==> config.mk <==
export PLATFORM = sky130hd
export DESIGN_NAME = regfile_wb_arbiter
export DESIGN_NICKNAME = d
export VERILOG_FILES = /design/src/rtl/npc_wb_pkg.sv /design/src/rtl/rr_arbiter.sv /design/src/rtl/regfile_wb_arbiter.sv
export SDC_FILE = /design/constraint.sdc
export NUM_CORES = 1
export LEC_CHECK = 0
export ABC_AREA = 1
export CAP_MARGIN = 20
export CORE_AREA = 4 4 115 117
export CTS_CLUSTER_SIZE = 14
export DETAILED_ROUTE_END_ITERATION = 8
export DIE_AREA = 0 0 119 121
export HOLD_SLACK_MARGIN = 0.05
export PLACE_DENSITY = 0.78
export SLEW_MARGIN = 20
export SYNTH_ARGS = -nofsm -noshare
export SYNTH_HDL_FRONTEND = slang
export SYNTH_HIERARCHICAL = 1
export SYNTH_SLANG_ARGS = --single-unit
==> constraint.sdc <==
create_clock -name clk -period 5.65 [get_ports clk]
set_input_delay 0.565 -clock clk [delete_from_list [all_inputs] [get_ports clk]]
set_output_delay 0.565 -clock clk [all_outputs]
set_load 0.03 [all_outputs]
==> src/rtl/npc_wb_pkg.sv <==
// Shared constants for the register-file writeback path: requester indices and
// the round-robin pointer sizing helper.
package npc_wb_pkg;

  localparam int unsigned NUM_REQ_DEFAULT = 3;
  localparam int unsigned PTR_WIDTH       = $clog2(NUM_REQ_DEFAULT);

  localparam int unsigned WB_SRC_ALU = 0;
  localparam int unsigned WB_SRC_LSU = 1;
  localparam int unsigned WB_SRC_CSR = 2;

  // Keeps the pointer at least one bit wide for degenerate requester counts.
  function automatic int unsigned ptr_width(input int unsigned n);
    return (n < 2) ? 1 : $clog2(n);
  endfunction

endpackage

==> src/rtl/rr_arbiter.sv <==
// Combinational round-robin arbiter: first active request at or above the
// pointer wins, wrapping modulo NUM_REQ. The pointer register lives in the caller.
module rr_arbiter #(
  parameter int unsigned NUM_REQ = 3,
  parameter int unsigned PTR_W   = 2
) (
  input  logic [NUM_REQ-1:0] req_i,
  input  logic [PTR_W-1:0]   ptr_i,
  output logic [NUM_REQ-1:0] gnt_o,
  output logic [PTR_W-1:0]   idx_o
);

  logic [2*NUM_REQ-1:0] dbl;
  logic [NUM_REQ-1:0]   rot;
  logic [PTR_W-1:0]     off;
  logic [PTR_W:0]       sum;
  logic                 found;

  always_comb begin
    // Rotate so bit j of rot is requester (ptr + j) mod NUM_REQ.
    dbl   = {req_i, req_i} >> ptr_i;
    rot   = dbl[NUM_REQ-1:0];
    off   = '0;
    found = 1'b0;
    for (int unsigned i = 0; i < NUM_REQ; i++) begin
      if (!found && rot[i]) begin
        found = 1'b1;
        off   = PTR_W'(i);
      end
    end
    sum = {1'b0, ptr_i} + {1'b0, off};
    if (sum >= (PTR_W+1)'(NUM_REQ)) begin
      sum = sum - (PTR_W+1)'(NUM_REQ);
    end
    idx_o = found ? sum[PTR_W-1:0] : '0;
    gnt_o = found ? (NUM_REQ'(1) << idx_o) : '0;
  end

endmodule

==> src/rtl/regfile_wb_arbiter.sv <==
// Arbitrates NUM_REQ writeback sources onto the single register-file write port,
// with a one-cycle output stage and read-side forwarding of the pending write.
module regfile_wb_arbiter
  import npc_wb_pkg::*;
#(
  parameter int unsigned ADDR_WIDTH = 5,
  parameter int unsigned DATA_WIDTH = 32,
  parameter int unsigned NUM_REQ    = NUM_REQ_DEFAULT
) (
  input  logic                          clk,
  input  logic                          rst_n,
  input  logic [NUM_REQ-1:0]            req_valid_i,
  output logic [NUM_REQ-1:0]            req_ready_o,
  input  logic [NUM_REQ*ADDR_WIDTH-1:0] req_rd_i,
  input  logic [NUM_REQ*DATA_WIDTH-1:0] req_dat_i,
  output logic [ADDR_WIDTH-1:0]         wb_rd_o,
  output logic [DATA_WIDTH-1:0]         wb_dat_o,
  output logic                          wb_en_o,
  input  logic [ADDR_WIDTH-1:0]         rs1_i,
  input  logic [ADDR_WIDTH-1:0]         rs2_i,
  input  logic [DATA_WIDTH-1:0]         rs1_rf_i,
  input  logic [DATA_WIDTH-1:0]         rs2_rf_i,
  output logic [DATA_WIDTH-1:0]         rs1_val_o,
  output logic [DATA_WIDTH-1:0]         rs2_val_o,
  output logic [2:0]                    grant_idx_o
);

  localparam int unsigned PtrW = ptr_width(NUM_REQ);

  logic [PtrW-1:0]       ptr_q, ptr_d;
  logic [2:0]            grant_idx_q, grant_idx_d;
  logic                  wb_en_q, wb_en_d;
  logic [ADDR_WIDTH-1:0] wb_rd_q, wb_rd_d;
  logic [DATA_WIDTH-1:0] wb_dat_q, wb_dat_d;

  logic [NUM_REQ-1:0]    arb_gnt;
  logic [PtrW-1:0]       arb_idx;
  logic                  accept;
  logic [ADDR_WIDTH-1:0] sel_rd;
  logic [DATA_WIDTH-1:0] sel_dat;

  rr_arbiter #(
    .NUM_REQ (NUM_REQ),
    .PTR_W   (PtrW)
  ) u_rr_arbiter (
    .req_i (req_valid_i),
    .ptr_i (ptr_q),
    .gnt_o (arb_gnt),
    .idx_o (arb_idx)
  );

  // Grants are suppressed while reset is held so nothing is handshaken.
  assign req_ready_o = rst_n ? arb_gnt : '0;
  assign accept      = |(req_valid_i & req_ready_o);

  assign sel_rd  = req_rd_i[int'(arb_idx)*ADDR_WIDTH +: ADDR_WIDTH];
  assign sel_dat = req_dat_i[int'(arb_idx)*DATA_WIDTH +: DATA_WIDTH];

  always_comb begin
    ptr_d       = ptr_q;
    grant_idx_d = grant_idx_q;
    wb_en_d     = 1'b0;
    wb_rd_d     = wb_rd_q;
    wb_dat_d    = wb_dat_q;
    if (accept) begin
      ptr_d       = (arb_idx == PtrW'(NUM_REQ - 1)) ? '0 : arb_idx + 1'b1;
      grant_idx_d = 3'(arb_idx);
      wb_en_d     = (sel_rd != '0);
      wb_rd_d     = sel_rd;
      wb_dat_d    = sel_dat;
    end
  end

  always_ff @(posedge clk or negedge rst_n) begin
    if (!rst_n) begin
      ptr_q       <= '0;
      grant_idx_q <= '0;
      wb_en_q     <= 1'b0;
      wb_rd_q     <= '0;
      wb_dat_q    <= '0;
    end else begin
      ptr_q       <= ptr_d;
      grant_idx_q <= grant_idx_d;
      wb_en_q     <= wb_en_d;
      wb_rd_q     <= wb_rd_d;
      wb_dat_q    <= wb_dat_d;
    end
  end

  assign wb_en_o     = wb_en_q;
  assign wb_rd_o     = wb_rd_q;
  assign wb_dat_o    = wb_dat_q;
  assign grant_idx_o = grant_idx_q;

  // The held write lands at the next edge; decode must see it now.
  assign rs1_val_o = (wb_en_q && (rs1_i == wb_rd_q) && (rs1_i != '0)) ? wb_dat_q : rs1_rf_i;
  assign rs2_val_o = (wb_en_q && (rs2_i == wb_rd_q) && (rs2_i != '0)) ? wb_dat_q : rs2_rf_i;

endmodule

* After elaboration in Yosys (flattened, before gate mapping)
Cells that the tools add are included.
Cells by class: $add $sub $neg 3, multiply operators 1, divide/modulo/power cells 0, magnitude comparators 1, equal/unequal tests 3, shift operators 4, muxes and demuxes 13, bitwise gates (word level) 1, reductions and logical operators 12
Operators with widths (count):
- $shiftx A96 B8 Y32 | 1
- $mux W32 | 2
- $reduce_bool A5 Y1 | 3
- $shiftx A15 B6 Y5 | 1
- $eq A5 B5 Y1 | 2
- $mux W2 | 4
- $logic_and A1 B1 Y1 | 6
- $mux W3 | 2
- $shr A6 B2 Y3 | 1
- $mul A2 B3 Y5 const B | 1
- $mux W1 | 5
- $add A2 B2 Y3 | 1
- $and A3 B3 Y3 | 1
- $ge A3 B2 Y1 const B | 1
- $reduce_or A3 Y1 | 1
- $shl A1 B2 Y3 const A | 1
- $add A2 B1 Y2 const B | 1
- $eq A2 B2 Y1 const B | 1
- $logic_not A1 Y1 | 2
- $sub A2 B2 Y2 const B | 1
Storage, ports and cells: register bits after elaboration 42, latch bits 0, memory bits (writable) 0, bits in read-only memories 0, input port bits 190, word-level logic and storage cells 43, memories 0

* Longest topological paths before layout
Gate-level depths: netlist (run 1).
word-level depth 18, gate-level depth with buffers 25, depth with buffers taken out 24

* By module
The synthesis (run 1) kept the hierarchy.
Modules (own cells, without submodules):
- regfile_wb_arbiter | times used 1, cells each 637, area each 3781.1 µm²
- rr_arbiter | times used 1, cells each 43, area each 256.5 µm²

* Worst setup path after synthesis (run 1)
Ideal clock, no wire load.
path type input port to flip-flop, start input req_valid_i[1], end register wb_dat_q[0] (netlist: wb_dat_o[0]), arrival 3295 ps, slack 2290 ps, stages 22, path buffers 2, cell sequence nand2_1 -> nand3_1 -> nand2_2 -> a21oi_1 -> ha_1 -> inv_1 -> fa_1 -> inv_1 -> ha_1 -> nor2_4 -> nand3_1 -> nand2_1 -> nand2_2 -> nor2_1 -> nand2_1 -> inv_1 -> nand2_1 -> nand3_1 -> buf_2 -> buf_2 -> nand2_1 -> nand2_1
Between the ends: cells in the longest elaborated chain, start to end 17, elaborated cells between the ends (all ways) 21, those cells by class add/sub: 2; order compare: 1; shift: 3; mux: 9; bitwise: 1; reduce/logical: 5
Ends and longest elaborated chain:
- from (decl) | RTL line regfile_wb_arbiter.sv:12 | input logic [NUM_REQ-1:0] req_valid_i,
- $shr A6 B2 Y3 * | RTL line rr_arbiter.sv:21 | dbl = {req_i, req_i} >> ptr_i;
- $mux W1 | RTL line rr_arbiter.sv:26 | if (!found && rot[i]) begin
- $logic_not A1 Y1 | RTL line rr_arbiter.sv:26
- $logic_and A1 B1 Y1 | RTL line rr_arbiter.sv:26
- $mux W1 | RTL line rr_arbiter.sv:26
- $logic_not A1 Y1 | RTL line rr_arbiter.sv:26
- $logic_and A1 B1 Y1 | RTL line rr_arbiter.sv:26
- $mux W2 | RTL line rr_arbiter.sv:26
- [3 not listed]
- $mux W2 | RTL line rr_arbiter.sv:35 | idx_o = found ? sum[PTR_W-1:0] : '0;
- $shl A1 B2 Y3 | RTL line rr_arbiter.sv:36 | gnt_o = found ? (NUM_REQ'(1) << idx_o) : '0;
- $mux W3 * | RTL line rr_arbiter.sv:36
- named net arb_gnt[2] | RTL line regfile_wb_arbiter.sv:36 | logic [NUM_REQ-1:0] arb_gnt;
- $mux W3 * | RTL line regfile_wb_arbiter.sv:53 | assign req_ready_o = rst_n ? arb_gnt : '0;
- named net req_ready_o[2] | RTL line regfile_wb_arbiter.sv:13 | output logic [NUM_REQ-1:0] req_ready_o,
- $and A3 B3 Y3 * | RTL line regfile_wb_arbiter.sv:54 | assign accept = |(req_valid_i & req_ready_o);
- $reduce_or A3 Y1 * | RTL line regfile_wb_arbiter.sv:54
- to (signal assigned) | RTL line regfile_wb_arbiter.sv:86 | wb_dat_q <= wb_dat_d;
- to (decl) | RTL line regfile_wb_arbiter.sv:34 | logic [DATA_WIDTH-1:0] wb_dat_q, wb_dat_d;
Mark *: on every way through the listed nets, which the timed path passes. The rest lies on a longest branch. A chain may end at the register's enable or synchronous reset.

* Final worst setup path (run 1)
start input req_valid_i[1], end output req_ready_o[0]
Between the ends: cells in the longest elaborated chain, start to end 15, elaborated cells between the ends (all ways) 18, those cells by class add/sub: 2; order compare: 1; shift: 2; mux: 9; reduce/logical: 4
Ends and longest elaborated chain:
- $shr A6 B2 Y3 * | RTL line rr_arbiter.sv:21
- $mux W1 | RTL line rr_arbiter.sv:26
- $logic_not A1 Y1 | RTL line rr_arbiter.sv:26
- $logic_and A1 B1 Y1 | RTL line rr_arbiter.sv:26
- $mux W1 | RTL line rr_arbiter.sv:26
- $logic_not A1 Y1 | RTL line rr_arbiter.sv:26
- $logic_and A1 B1 Y1 | RTL line rr_arbiter.sv:26
- $mux W2 | RTL line rr_arbiter.sv:26
- $add A2 B2 Y3 | RTL line rr_arbiter.sv:31 | sum = {1'b0, ptr_i} + {1'b0, off};
- $ge A3 B2 Y1 or $sub A2 B2 Y2 (tied branches) | RTL line rr_arbiter.sv:32, rr_arbiter.sv:33
- $mux W2 | RTL line rr_arbiter.sv:32 | if (sum >= (PTR_W+1)'(NUM_REQ)) begin
- $mux W2 | RTL line rr_arbiter.sv:35
- $shl A1 B2 Y3 | RTL line rr_arbiter.sv:36
- $mux W3 * | RTL line rr_arbiter.sv:36
- named net arb_gnt[0] | RTL line regfile_wb_arbiter.sv:36
- $mux W3 * | RTL line regfile_wb_arbiter.sv:53
- to (decl) | RTL line regfile_wb_arbiter.sv:13
Marked as above.

==> impl_metrics.toml, run 1 <==
[worst_setup_path]
worstSetupStartpointType = "primary input"
path_class = "primary input to output pin"
worst_ep_arrival_time_ns = 3.99
required_ns = 5.09
path_max_fanout = 4
worstSetupEndpointType = "output pin"
rrSetupSlack_ns = 1.61
r2r_cells = 23
r2r_end = "wb_en_o$_DFF_PN0_"
reg2reg_from = "ptr_q[0]$_DFFE_PN0P_"

[floorplanning]
fp.dieH_um = 121
start_util_pct = 32.7
rows = 41
ios = 298
core_area_um2 = 12400
fp.dieW_um = 119
die_area_um2 = 14400

[clock_network]
hold_buffers = 0
path_clk_slew_ns = 0.06
cts_buffers = 5
cts_resized = 0
cts_num_sinks = 42
cts_setup_buffers = 0
htreeDepth = 2
cts_root_buf = "clkbuf_16"
cts_tree = "yes"
clkLatencyLatePin_ns = 0.28
clockBufferDepth = 2

[global_routing]
antenna_found_initial = 0
grt_max_degree = 55
track_usage_pct = 24.5
grt_pass1_vias = 5299
grt_overflow = 0
grt_pass1_wl_um = 28200

[place]
gp_congestion = 0.907
dp.cells = 1112
port_buffers = 296
hpwlAfterDp_um = 14200

[finish]
final_cells = 1120
area_delta_synth_final_pct = 77.0
diodes = 0
nets = 1140
layout_common_cells = "nand2_1 (382), clkdlybuf4s50_1 (295), nand4_1 (65)"
drive_gt1_share_pct = 5.59
final_common_cell = "nand2_1"
n_fill_cell = 1230

[timing]
fmax_mhz = 219
finalCritPeriodShare_pct = 80.7
tightest_slew_ns = 0.854
hold_viol = 0
rsz0062_at_grt = "no"
finalSetupViolCount = 0
setup_tns_ns = 0
slew_headroom_pct = 42.9
period_needed_ns = 4.56
maxSlewViolCount = 0
finClkSkew_ns = 0.00643

[logic_synthesis]
synth_xor_xnor_area_share_pct = 0
synthMuxAreaShare_pct = 0
synthSimpleGateAreaFrac_pct = 58.5
synth_cells = 680
synth_compound_area_share_pct = 2.94
yosys.cell_types.count = 28
synthAdderAreaFrac_pct = 1.12
synth_top_family_by_area = "simple AND/OR/NAND/NOR gates"
synth-seq-cells = 42
yosysWarningCount = 6
syn_area_um2 = 4040
synth.avg_cell_area_um2 = 5.94
synth_nets = 873
ys_seq_area_share_pct = 26.0

[power]
p_leak_nw = 3.43
vdd_drop_max_mv = 0.464
powerDensity_nw_per_um2 = 621

[detailed_routing]
drt_iter0_markers = 441
drc_errors = 0
wirelength_um = 18500
viasPerCell = 4.93
post_drt_wl_per_cell_um = 16.5
firstDrtPassIters = 5
ant_nets = 0
vias = 5519

[run]
max_cap_violations = 0

[run_status]
outcome = "finished, final reports clean"

[worst_hold_path]
hp-class = "primary input to asynchronous set/reset pin"
[worst max-delay path by stage]
stage / start / endpoint / cells after the start
after CTS: req_valid_i[1] / req_ready_o[0] / 20
final: req_valid_i[1] / req_ready_o[0] / 20
after global placement: req_valid_i[1] / wb_en_o$_DFF_PN0_ / 23
after detailed placement: req_valid_i[1] / wb_en_o$_DFF_PN0_ / 23
after global routing: req_valid_i[1] / req_ready_o[0] / 20
after floorplan: req_valid_i[1] / wb_dat_o[0]$_DFFE_PN0P_ / 22
[report_power, final]
group	internal, mW	leakage [nW]	switching, mW
Sequential	0.458	0.534	0.201
Clock	0.254	0.0940	0.120
Combinational	1.11	2.81	2.30
Total	1.82	3.43	2.62
[final cells by class]
class	count	area (µm²)	share of cell area, %
timing repair buffer	302	3000	42.0
tap	172	215	3.01
clock buffer	5	125	1.75
inverter	39	154	2.15
sequential	42	1050	14.7
multi-input combinational	557	2530	35.4
clock inverter	3	68.8	0.963
[metrics by stage]
stage	power, mW	cell area (µm²)	hold WS (ns)	setup slack, ns	util (%)
finish	4.44	7150	0.356	1.09	57.8
global route	4.87	7150	0.413	0.889	57.8
CTS	4.46	7150	0.393	1.10	57.8
detailed placement	4.08	6950	0.473	1.03	56.2
global placement	4.02	6950	0.467	1.20	56.2
floorplan	3.16	4040	0.269	2.29	-
[registers in the layout, summed over array words and instances, names as in the netlist]
name and count:
wb_en_o 1, ptr_q 2, grant_idx_o 2, wb_rd_o 5, wb_dat_o 32
[worst max-delay path: stages]
cell and delay [ns]:
clkdlybuf4s50_1 0.53, nand2_1 0.11, nand3_1 0.13, nand2_2 0.08, a21oi_1 0.12, ha_1 0.16
inv_1 0.06, fa_1 0.56, inv_1 0.08, ha_1 0.23, nor2_4 0.14, o21ai_1 0.08
nand2_1 0.06, nand2_1 0.09, nor2_1 0.09, nand2_1 0.05, inv_1 0.05, nand2_1 0.06
inv_2 0.09, clkdlybuf4s50_1 0.67
[cells by family (layout without fill, tap and decap cells)]
kind of cell / Yosys count / in the layout
AO/OA/AOI/OAI: 21 / 21
adder cells (fa/ha/maj): 3 / 3
buffers and inverters: 81 / 349
flip-flops: 42 / 42
other: 1 / 1
AND/OR/NAND/NOR: 532 / 532
[per-layer routing]
layer | wire, µm | part of all wire, % | vias up | GRT usage, %
met2 | 8880 | 48 | 267 | 41.1
met4 | 605 | 3.3 | 0 | 8.54
li1 | - | - | 2719 | -
met3 | 1570 | 8.4 | 48 | 5.59
met5 | 0 | 0 | - | 0
met1 | 7480 | 40 | 2485 | 30.8
[synthesized netlist by cell type, drive strengths merged]
cell type,n,area share [%]
nor2,28,4.2
ha,2,0.62
conb,1,0.093
buf,38,7.1
nand2,392,37
o21ai,16,2.1
clkbuf,4,0.37
dfrtp,42,26
nand3,45,5.9
fa,1,0.50
a22oi,4,0.74
nand4,67,11
a21oi,1,0.12
inv,39,3.8
No activity file was read; power rests on OpenSTA's default activity.
==> run 2: changes to the inputs <==
--- a/config.mk
+++ b/config.mk
@@ -7,12 +7,13 @@
 export LEC_CHECK = 0
 export ABC_AREA = 1
 export CAP_MARGIN = 20
-export CORE_AREA = 4 4 115 117
+export CORE_ASPECT_RATIO = 0.9
+export CORE_MARGIN = 4
+export CORE_UTILIZATION = 35
 export CTS_CLUSTER_SIZE = 14
 export DETAILED_ROUTE_END_ITERATION = 8
-export DIE_AREA = 0 0 119 121
 export HOLD_SLACK_MARGIN = 0.05
-export PLACE_DENSITY = 0.78
+export PLACE_DENSITY = 0.82
 export SLEW_MARGIN = 20
 export SYNTH_ARGS = -nofsm -noshare
 export SYNTH_HDL_FRONTEND = slang
==> constraint.sdc (replaced) <==
create_clock -name clk -period 4.66 [get_ports clk]
set_input_delay 0.466 -clock clk [delete_from_list [all_inputs] [get_ports clk]]
set_output_delay 0.466 -clock clk [all_outputs]
set_load 0.03 [all_outputs]
==> run 2 against run 1 <==
  * Worst setup slack worse by 0.72 ns
  * Critical path type unchanged
  * Power grew 23%
  * Largest cell class unchanged
  * Non-clock buffer count increased by 3
  * Combinational power up 24%
==> impl_metrics.toml, run 2 (synthesized netlist as in run 1, its figures left out) <==
[detailed_routing]
drc_errors = 0
ant_nets = 0
vias = 5469
wirelength_um = 18300
post_drt_wl_per_cell_um = 16.6
firstDrtPassIters = 5
viasPerCell = 4.96
drt_iter0_markers = 416

[place]
dp.cells = 1095
preCtsSetupSlack_ns = 0.344
hpwlAfterDp_um = 14300
gp_congestion = 0.865
port_buffers = 296

[finish]
n_fill_cell = 1010
final_common_cell = "nand2_1"
final_cells = 1103
area_delta_synth_final_pct = 76.9
largest_register_ffs = 32
diodes = 0
layout_common_cells = "nand2_1 (382), clkdlybuf4s50_1 (295), nand4_1 (65)"
nets = 1143
drive_gt1_share_pct = 5.89

[timing]
finalCritPeriodShare_pct = 92.1
fmax_mhz = 233
hold_viol = 0
slew_headroom_pct = 45.8
maxSlewViolCount = 0
tightest_slew_ns = 0.812
finClkSkew_ns = 0.00580
rsz0062_at_grt = "no"
finalSetupViolCount = 0
setup_tns_ns = 0
period_needed_ns = 4.29
worst_slack_ns = 0.369

[clock_network]
htreeDepth = 2
clockBufferDepth = 2
cts_root_buf = "clkbuf_16"
cts_resized = 0
cts_num_sinks = 42
cts_setup_buffers = 0
cts_tree = "yes"
hold_buffers = 0
cts_buffers = 5
clkLatencyLatePin_ns = 0.28
path_clk_slew_ns = 0.06

[global_routing]
grt_pass1_vias = 5119
grt_max_degree = 55
gr-usage-met1_pct = 32.5
grt-busiest-layer = "met2"
met2_usage_pct = 45.7
grt_overflow = 0
track_usage_pct = 26.0
gr-usage-met3_pct = 5.71
antenna_found_initial = 0
grt_pass1_wl_um = 27200

[run]
max_cap_violations = 0

[power]
powerDensity_nw_per_um2 = 767
p_leak_nw = 3.45
vdd_drop_max_mv = 0.477

[worst_setup_path]
rrSetupSlack_ns = 0.91
worstSetupEndpointType = "output pin"
required_ns = 4.19
path_class = "primary input to output pin"
worstSetupStartpointType = "primary input"
r2r_cells = 22
reg2reg_from = "ptr_q[0]$_DFFE_PN0P_"
worst_ep_arrival_time_ns = 3.82
r2r_end = "wb_dat_o[3]$_DFFE_PN0P_"
path_max_fanout = 4

[floorplanning]
rows = 36
fp.dieW_um = 121
fp.dieH_um = 110
core_area_um2 = 11000
die_area_um2 = 13300
start_util_pct = 36.6
ios = 298

[run_status]
outcome = "finished, final reports clean"

[worst_hold_path]
hp-class = "primary input to asynchronous set/reset pin"
-- run 2: changes by cell type in the layout (fill, tap and decap cells not counted) --
cell / before / now
buf_4: 6 / 9
-- run 2: stage by stage --
step / cell area, µm² / util (%) / hold slack (ns) / power [mW]
6_report: 7140 / 64.7 / 0.261 / 5.48
5_1_grt: 7140 / 64.7 / 0.306 / 5.99
4_1_cts: 7140 / 64.7 / 0.286 / 5.50
3_5_place_dp: 6950 / 63.0 / 0.502 / 5.04
3_3_place_gp: 6950 / 63.0 / 0.469 / 4.97
2_1_floorplan: 4040 / - / 0.170 / 3.83
-- run 2: report_power, final --
part / switching (mW) / total (mW) / leakage (nW) / internal, mW
Sequential: 0.237 / 0.793 / 0.534 / 0.556
Combinational: 2.85 / 4.24 / 2.82 / 1.38
Clock: 0.139 / 0.447 / 0.0940 / 0.308
-- run 2: cell type report --
type                       instances  area (µm²)  share of cell area [%]
sequential                        42        1050                    14.7
tap                              152         190                    2.66
clock inverter                     3        68.8                   0.963
inverter                          39         154                    2.15
clock buffer                       5         125                    1.75
multi-input combinational        557        2530                    35.4
timing repair buffer             305        3030                    42.3
-- run 2: how the worst max path moves through the flow --
| stage | startpoint | to | slack, ns | cells past startpoint |
|---|---|---|---|---|
| floorplan | ptr_q[0]$_DFFE_PN0P_ | wb_dat_o[0]$_DFFE_PN0P_ | 1.39 | 23 |
| global placement | req_valid_i[1] | req_ready_o[0] | 0.44 | 20 |
| detailed placement | req_valid_i[1] | req_ready_o[0] | 0.34 | 20 |
| CTS | req_valid_i[1] | req_ready_o[0] | 0.36 | 20 |
| global route | req_valid_i[1] | req_ready_o[0] | 0.08 | 20 |
| finish | req_valid_i[1] | req_ready_o[0] | 0.37 | 20 |
-- run 2: metal layers --
layer  up-vias  share of wire, %
met3        24               9.6
li1       2724                 -
met2       273                48
met1      2448                40
met4         0               2.2
met5         -                 0
-- run 2: worst max-delay path, stage by stage --
cell and delay [ns]:
clkdlybuf4s50_1 0.52, nand2_1 0.10, nand3_1 0.11, nand2_2 0.08, a21oi_1 0.12, ha_1 0.15
inv_1 0.05, fa_1 0.55, inv_1 0.08, ha_1 0.23, nor2_4 0.14, o21ai_1 0.08
nand2_1 0.07, nand2_1 0.09, nor2_1 0.10, nand2_1 0.05, inv_1 0.04, nand2_1 0.05
inv_2 0.08, clkdlybuf4s50_1 0.67
==> run 3: changes to the inputs <==
--- a/config.mk
+++ b/config.mk
@@ -10,6 +10,7 @@
 export CORE_ASPECT_RATIO = 0.9
 export CORE_MARGIN = 4
 export CORE_UTILIZATION = 35
+export CTS_BUF_LIST = sky130_fd_sc_hd__clkbuf_16
 export CTS_CLUSTER_SIZE = 14
 export DETAILED_ROUTE_END_ITERATION = 8
 export HOLD_SLACK_MARGIN = 0.05
==> results of run 3 <==
Same layout as run 2: the final DEF is identical, and so are final timing and power.
